### config.mk
export PLATFORM = sky130hd
export DESIGN_NAME = inst_fetch
export DESIGN_NICKNAME = d
export VERILOG_FILES = /design/src/rtl/inst_fetch.sv
export SDC_FILE = /design/constraint.sdc
export NUM_CORES = 1
export LEC_CHECK = 0
export ABC_AREA = 1
export BUFFER_PORTS_ARGS = -buffer_cell sky130_fd_sc_hd__buf_2
export CORE_UTILIZATION = 36
export CTS_BUF_LIST = sky130_fd_sc_hd__clkbuf_4 sky130_fd_sc_hd__clkbuf_8
export DETAILED_ROUTE_END_ITERATION = 12
export SYNTH_ARGS = -nofsm -noshare
export SYNTH_HDL_FRONTEND = slang
export SYNTH_SLANG_ARGS = --single-unit
### constraint.sdc
create_clock -name clk -period 1.7 [get_ports clk]
set_input_delay 0 -clock clk [delete_from_list [all_inputs] [get_ports clk]]
set_output_delay 0 -clock clk [all_outputs]
set_load 0.02 [all_outputs]
### src/rtl/inst_fetch.sv
// -----------------------------------------------------------------------------
// inst_fetch: program counter and fetch stage sitting in front of the
// instruction ROM. Drives the ROM chip-enable and word address, captures the
// ROM's combinational read data into the IF/ID register, and handles stall,
// branch/jump redirect (MIPS delay slot kept) and flush.
//
// Ports:
//   clk        in   system clock, rising edge
//   rst_n      in   asynchronous active-low reset
//   stall      in   hold PC and IF/ID this cycle
//   flush      in   turn IF/ID into a bubble this cycle (wins over stall)
//   br_taken   in   redirect PC to br_target at this edge
//   br_target  in   redirect address, bits [1:0] ignored
//   rom_ce     out  ROM chip-enable, high once out of BOOT
//   rom_addr   out  ROM word address, pc[ROM_ADDR_W+1:2]
//   rom_data   in   ROM read data, combinational from rom_addr
//   if_pc      out  PC of the instruction held in IF/ID
//   if_inst    out  instruction held in IF/ID
//   if_valid   out  IF/ID holds a real instruction
// -----------------------------------------------------------------------------
module inst_fetch #(
    parameter int unsigned     PC_W       = 32,
    parameter int unsigned     ROM_ADDR_W = 10,
    parameter int unsigned     INST_W     = 32,
    parameter logic [PC_W-1:0] RESET_PC   = '0
) (
    input  logic                  clk,
    input  logic                  rst_n,
    input  logic                  stall,
    input  logic                  flush,
    input  logic                  br_taken,
    input  logic [PC_W-1:0]       br_target,
    output logic                  rom_ce,
    output logic [ROM_ADDR_W-1:0] rom_addr,
    input  logic [INST_W-1:0]     rom_data,
    output logic [PC_W-1:0]       if_pc,
    output logic [INST_W-1:0]     if_inst,
    output logic                  if_valid
);

    // BOOT gives the ROM one idle cycle after reset before it is enabled.
    localparam logic StBoot = 1'b0;
    localparam logic StRun  = 1'b1;

    logic              state_q, state_d;
    logic [PC_W-1:0]   pc_q, pc_d;
    logic [PC_W-1:0]   if_pc_q, if_pc_d;
    logic [INST_W-1:0] if_inst_q, if_inst_d;
    logic              if_valid_q, if_valid_d;

    // Redirects are always word aligned; the low target bits are dropped.
    logic unused_br_lo;
    assign unused_br_lo = ^br_target[1:0];

    always_comb begin
        state_d    = state_q;
        pc_d       = pc_q;
        if_pc_d    = if_pc_q;
        if_inst_d  = if_inst_q;
        if_valid_d = if_valid_q;

        if (state_q == StBoot) begin
            // rom_data may be Z here; keep IF/ID a bubble and PC untouched.
            state_d    = StRun;
            if_inst_d  = '0;
            if_valid_d = 1'b0;
        end else begin
            // A branch arriving under stall is dropped; the requester holds it.
            if (!stall) begin
                if (br_taken) begin
                    pc_d = {br_target[PC_W-1:2], 2'b00};
                end else begin
                    pc_d = pc_q + PC_W'(4);
                end
            end

            if (flush) begin
                if_inst_d  = '0;
                if_valid_d = 1'b0;
                if_pc_d    = pc_q;
            end else if (!stall) begin
                // Also captures the delay slot when a branch is accepted.
                if_inst_d  = rom_data;
                if_valid_d = 1'b1;
                if_pc_d    = pc_q;
            end
        end
    end

    always_ff @(posedge clk or negedge rst_n) begin
        if (!rst_n) begin
            state_q    <= StBoot;
            pc_q       <= RESET_PC;
            if_pc_q    <= '0;
            if_inst_q  <= '0;
            if_valid_q <= 1'b0;
        end else begin
            state_q    <= state_d;
            pc_q       <= pc_d;
            if_pc_q    <= if_pc_d;
            if_inst_q  <= if_inst_d;
            if_valid_q <= if_valid_d;
        end
    end

    assign rom_ce   = (state_q == StRun);
    assign rom_addr = pc_q[ROM_ADDR_W+1:2];
    assign if_pc    = if_pc_q;
    assign if_inst  = if_inst_q;
    assign if_valid = if_valid_q;

endmodule
==> results of run 1 <==
## area by class of cell
| type | count | area [µm²] | share of cell area (%) |
|---|---|---|---|
| sequential | 94 | 2350 | 35.6 |
| timing repair buffer | 214 | 1440 | 21.8 |
| tap | 176 | 220 | 3.33 |
| inverter | 89 | 334 | 5.06 |
| clock buffer | 9 | 124 | 1.88 |
| clock inverter | 5 | 100 | 1.52 |
| multi-input combinational | 440 | 2030 | 30.8 |
## kinds of logic after synthesis
| group | Yosys count |
|---|---|
| simple gates | 327 |
| other cells | 2 |
| mux | 3 |
| buf+inv | 129 |
| compound gates | 106 |
| fa+ha+maj | 1 |
| flops | 94 |
## synth_stat cells
cell type,number
o21ai_1,9
nand2_1,176
nor2_4,6
nand3b_1,1
nor3_1,2
nand2_4,2
buf_4,12
and2_1,2
mux2_2,3
nor3_2,1
inv_1,84
nand2_2,4
nor2_1,59
dfrtp_1,94
o21ai_0,77
nor2_8,1
conb_1,2
nand3_1,67
ha_1,1
a21oi_1,14
buf_6,1
a22oi_1,1
clkbuf_1,12
buf_2,13
buf_1,2
inv_2,5
o22ai_1,5
nor2_2,6
## per-layer routing
metal	GRT usage [%]	part of all wire (%)	wire (µm)	vias to the layer above
met5	0	0	0	-
met4	8.62	1.9	265	0
met3	4.89	6.3	890	16
met2	36.6	49	6900	167
met1	24.6	43	6020	2260
li1	-	-	-	2431
## worst max-delay path, stage by stage (launching register included)
cell and delay (ps):
dfrtp_1 390, inv_1 80, nor2_4 90, buf_4 500, o21ai_0 190, a22oi_1 210
## how the worst max path moves through the flow
| stage | start | cells past startpoint | slack [ps] | end |
|---|---|---|---|---|
| final | rom_ce | 5 | 140 | pc_q[4] |
| after floorplan | pc_q[2] | 10 | 280 | pc_q[24] |
| after detailed placement | pc_q[3] | 10 | 140 | pc_q[24] |
| after global routing | pc_q[3] | 10 | -3 | pc_q[19] |
| after CTS | pc_q[8] | 9 | 120 | pc_q[19] |
| after global placement | pc_q[2] | 10 | 180 | pc_q[24] |
## report_power, final
part           internal (mW)  switching (mW)  total (mW)
combinational          0.577           0.999        1.58
sequential              2.52           0.240        2.76
clock                  0.956           0.798        1.75
## what timing repair did
action,in CTS,in global routing
gates resized for setup,0,3
hold buffers,62,0
hold endpoints to repair,155,0
setup endpoints to repair,0,3
buffers inserted,0,0
## sequential cells by signal, summed over array words and instances (netlist names)
register / flops
if_pc: 30
pc_q: 30
rom_ce: 1
if_valid: 1
if_inst: 32
## stage by stage
stage               setup TNS, ps  std cells
floorplan                       0        663
global placement                0        951
detailed placement              0        951
CTS                             0       1027
global route                -3.15       1027
finish                          0       1027
==> impl_metrics.toml, run 1 <==
[logic_synthesis]
syn_area_per_cell_um2 = 7.44
ys_seq_elements = 94
synthMuxAreaShare_pct = 0.685
synth_xor_area_share_pct = 0
synth_compound_area_share_pct = 10.9
synth_top_family_by_area = "simple AND/OR/NAND/NOR gates"
netlist_area_um2 = 4930
syn-instance-count = 662
yosysTopAreaCell = "dfrtp_1"
synthDistinctLibCells = 28
yosysSeqAreaShare_pct = 47.7
synthAdderAreaFrac_pct = 0.254
yosys_warnings = 0
synthTopCellsByArea = "dfrtp_1, nand2_1, o21ai_0"
synthSimpleGateAreaFrac_pct = 29.0
synth_top_area_share_pct = 47.7

[cells_and_area]
drive_gt1_share_pct = 23.1
final_common_cell = "nand2_1"
syn2layout_area_growth_pct = 34.0
design_area_um2 = 6610
n_antenna_cell = 0
fill_cells = 1332
finish.utilization_pct = 49.7
final_cell_mix = "nand2_1, buf_2, dfrtp_1, inv_1, o21ai_0"
final_nets = 918

[setup_path]
cp.arrival_ps = 1850
critPathCaptureType = "flop"
crit_type = "reg2reg"
cp_max_fo = 57
r2r_start = "rom_ce"
worstSetupStartpointType = "flop"
reg2reg_to = "pc_q[4]"
ff2ff_path_depth = 5
r2r_setup_slack_ps = 140
required_ps = 1990

[sta]
hold_viol_final = 0
holdWs_ps = 65.1
fin_ws_ps = 143
maxSlewHeadroom_pct = 60.4
finalSetupViolCount = 0
fmax_ghz = 0.642
worst_pin_slew_ps = 593
maxSlewViolCount = 0
clock_skew_ps = 9.22
finalCritPeriodShare_pct = 91.6
period_needed_ps = 1560
grt_setup_unrepaired = "yes"

[detailed_routing]
wl_um = 14100
wl_per_cell_um = 13.7
viasPerCell = 4.75
drc = 0
drt_iter0_drc = 295
dr.pass1.iters = 7
num_vias = 4874
ant_nets = 0

[global_route]
grt_use_total_pct = 20.9
grt_pass1_wl_um = 23300
gr-total-overflow = 0
grt_pass1_vias = 5003
antenna_found_initial = 0
grt_max_degree = 58

[place]
place_hpwl_um = 9780
place_congestion = 0.881
place_area_um2 = 5760
port_buffers = 140
dpl_worst_slack_ps = 139

[clocking]
clock-root-buffer = "clkbuf_8"
numCtsBuffers = 9
cts.sink_count = 94
clk_pin_slew_worst_paths_ps = 90
cts_tree = "done"
clock_latency_ps = 380
htreeDepth = 3
max-clock-path-buffers = 2

[power_and_ir_drop]
peakVddDrop_uv = 355
total_power_mw = 6.09
leakage_nw = 3.31
p_per_area_nw_per_um2 = 922

[run_status]
outcome = "completed"

[floorplan]
coreArea_um2 = 13300
num_rows = 42
start_util_pct = 37.1
die_h_um = 119
die_area_um2 = 14200
num_io_pins = 145
die_w_um = 119

[hold_path]
min-delay-path-class = "in2async"

[run]
maxCapViolations = 0
(Power assumes the default switching activity.)
==> run 2, diff against run 1 <==
==> constraint.sdc (replaced) <==
create_clock -name clk -period 1.4 [get_ports clk]
set_input_delay 0.14 -clock clk [delete_from_list [all_inputs] [get_ports clk]]
set_output_delay 0.14 -clock clk [all_outputs]
set_load 0.02 [all_outputs]
==> run 2 against run 1 <==
The run now ends with negative setup slack left. Core utilization rose by 1.2 points. Count of clock-buffer cells in the layout rose by 2. Power rose by 20%. Global-route usage fell by 0.25 points. Cell count rose by 1.1%. Fmax rose by 1.0%. Critical path type unchanged. Critical endpoint is now pc_q[16]. Largest power group unchanged.
==> impl_metrics.toml, run 2 (same netlist as run 1, synthesis figures left out) <==
[floorplan]
start_util_pct = 37.1
num_io_pins = 145
die_h_um = 119
num_rows = 42
die_area_um2 = 14200
die_w_um = 119
coreArea_um2 = 13300

[place]
dpl_worst_slack_ps = -82.3
port_buffers = 140
place_congestion = 0.880
place_inst = 983
place_hpwl_um = 10200

[sta]
hold_viol_final = 0
holdWs_ps = 21.8
grt_setup_unrepaired = "yes"
fmax_ghz = 0.649
clock_skew_ps = 12.2
period_needed_ps = 1540
fin_ws_ps = -141
maxSlewViolCount = 0
finalCritPeriodShare_pct = 110
finalSetupTns_ps = -957
finalSetupViolCount = 15

[cells_and_area]
layout.cells.non_filler = 1038
largest_reg_flops = 32
n_antenna_cell = 0
final_nets = 927
final_common_cell = "nand2_1"
final_cell_mix = "nand2_1, buf_2, dfrtp_1, inv_1, o21ai_0"
syn2layout_area_growth_pct = 37.3
drive_gt1_share_pct = 32.4
fill_cells = 1305
finish.utilization_pct = 50.9

[clocking]
cts_tree = "done"
cts.sink_count = 94
numCtsBuffers = 9
clock_latency_ps = 370
clock-root-buffer = "clkbuf_8"
clk_pin_slew_worst_paths_ps = 90
max-clock-path-buffers = 2
htreeDepth = 3

[global_route]
gr-total-overflow = 0
grt_pass1_vias = 4868
antenna_found_initial = 0
grt_use_total_pct = 20.7
grt_pass1_wl_um = 23200
grt_max_degree = 39

[detailed_routing]
wl_per_cell_um = 13.6
ant_nets = 0
drc = 0
viasPerCell = 4.72
dr.pass1.iters = 4
num_vias = 4901
wl_um = 14100
drt_iter0_drc = 204

[power_and_ir_drop]
switching_share_pct = 35.9
p_sw_mw = 2.62
pwr-share-clk_pct = 23.6
comb_power_share_pct = 30.6
leakage_nw = 3.42
p_seq_share_pct = 45.8
p_per_area_nw_per_um2 = 1080
intPower_mw = 4.68
peakVddDrop_uv = 440

[setup_path]
cp_max_fo = 6
required_ps = 1670
critPathCaptureType = "flop"
crit_path_end = "pc_q[16]"
ff2ff_path_depth = 9
worstSetupStartpointType = "flop"
crit_start = "pc_q[3]"
crit_type = "reg2reg"
reg2reg_to = "pc_q[16]"
r2r_setup_slack_ps = -140
cp.arrival_ps = 1810
r2r_start = "pc_q[3]"

[run]
maxCapViolations = 0

[run_status]
violations = "negative setup slack"
outcome = "finished, violations left"

[hold_path]
min-delay-path-class = "in2reg"
## run 2: cell types whose count changed in the layout (fill, tap and decap cells not counted), moves of 4 or more
cell | before | now
nor2_2 | 5 | 10
dlygate4sd3_1 | 62 | 27
nand3_1 | 67 | 63
nor2_4 | 7 | 17
nand2_2 | 4 | 14
nand2_4 | 2 | 6
nor2_1 | 59 | 44
buf_4 | 11 | 50
nand2_1 | 176 | 162
## run 2: how the worst min path moves through the flow
| stage | slack, ps | cells after the start | startpoint | to |
|---|---|---|---|---|
| 2_1_floorplan | -160 | 0 | rst_n | if_inst[0] |
| 3_3_place_gp | 60 | 1 | rst_n | if_pc[14] |
| 3_5_place_dp | 70 | 1 | rst_n | if_pc[14] |
| 4_1_cts | 1 | 3 | rom_data[8] | if_inst[8] |
| 5_1_grt | 10 | 3 | br_target[2] | pc_q[2] |
| 6_report | 20 | 3 | rom_data[28] | if_inst[28] |
## run 2: power groups by stage
stage	Clock [mW]	Combinational, mW	Sequential (mW)
floorplan	0	0.954	3.61
global placement	0	1.96	3.36
detailed placement	0	1.99	3.37
CTS	1.79	2.08	3.32
global route	1.94	2.46	3.39
finish	1.73	2.23	3.34
## run 2: layout make-up
class,count,area [µm²],share of cell area (%)
Multi-Input combinational cell,440,2220,32.8
Tap cell,176,220,3.25
Clock buffer,11,151,2.24
Timing Repair Buffer,223,1460,21.5
Inverter,89,334,4.94
Sequential cell,94,2350,34.8
Clock inverter,5,32.5,0.481
## run 2: through the flow
step	total power [mW]	area, µm²
2_1_floorplan	4.56	4940
3_3_place_gp	5.32	6030
3_5_place_dp	5.36	6030
4_1_cts	7.20	6530
5_1_grt	7.79	6770
6_report	7.30	6770
## run 2: per-layer routing
layer | global-route usage, % | routed length (µm)
met1 | 24.5 | 6100
met5 | 0 | 0
met2 | 35.9 | 6860
met3 | 5.17 | 843
met4 | 7.99 | 275
## run 2: critical path: stages (launching register included)
cell     delay (ps)
dfrtp_1         390
ha_2            200
nand2_2          70
nor2_4          140
nand2_4         130
nor2_4          140
buf_4           130
a21oi_2          40
o21ai_1         140
inv_1            50
## run 2: timing repair
| item | CTS | global route |
|---|---|---|
| resized for setup | 13 | 46 |
| hold buffers | 27 | 0 |
| setup buffers | 3 | 9 |
| pin swaps | 5 | 30 |
| hold endpoints to repair | 82 | 0 |
| endpoints found under the setup margin | 18 | 29 |
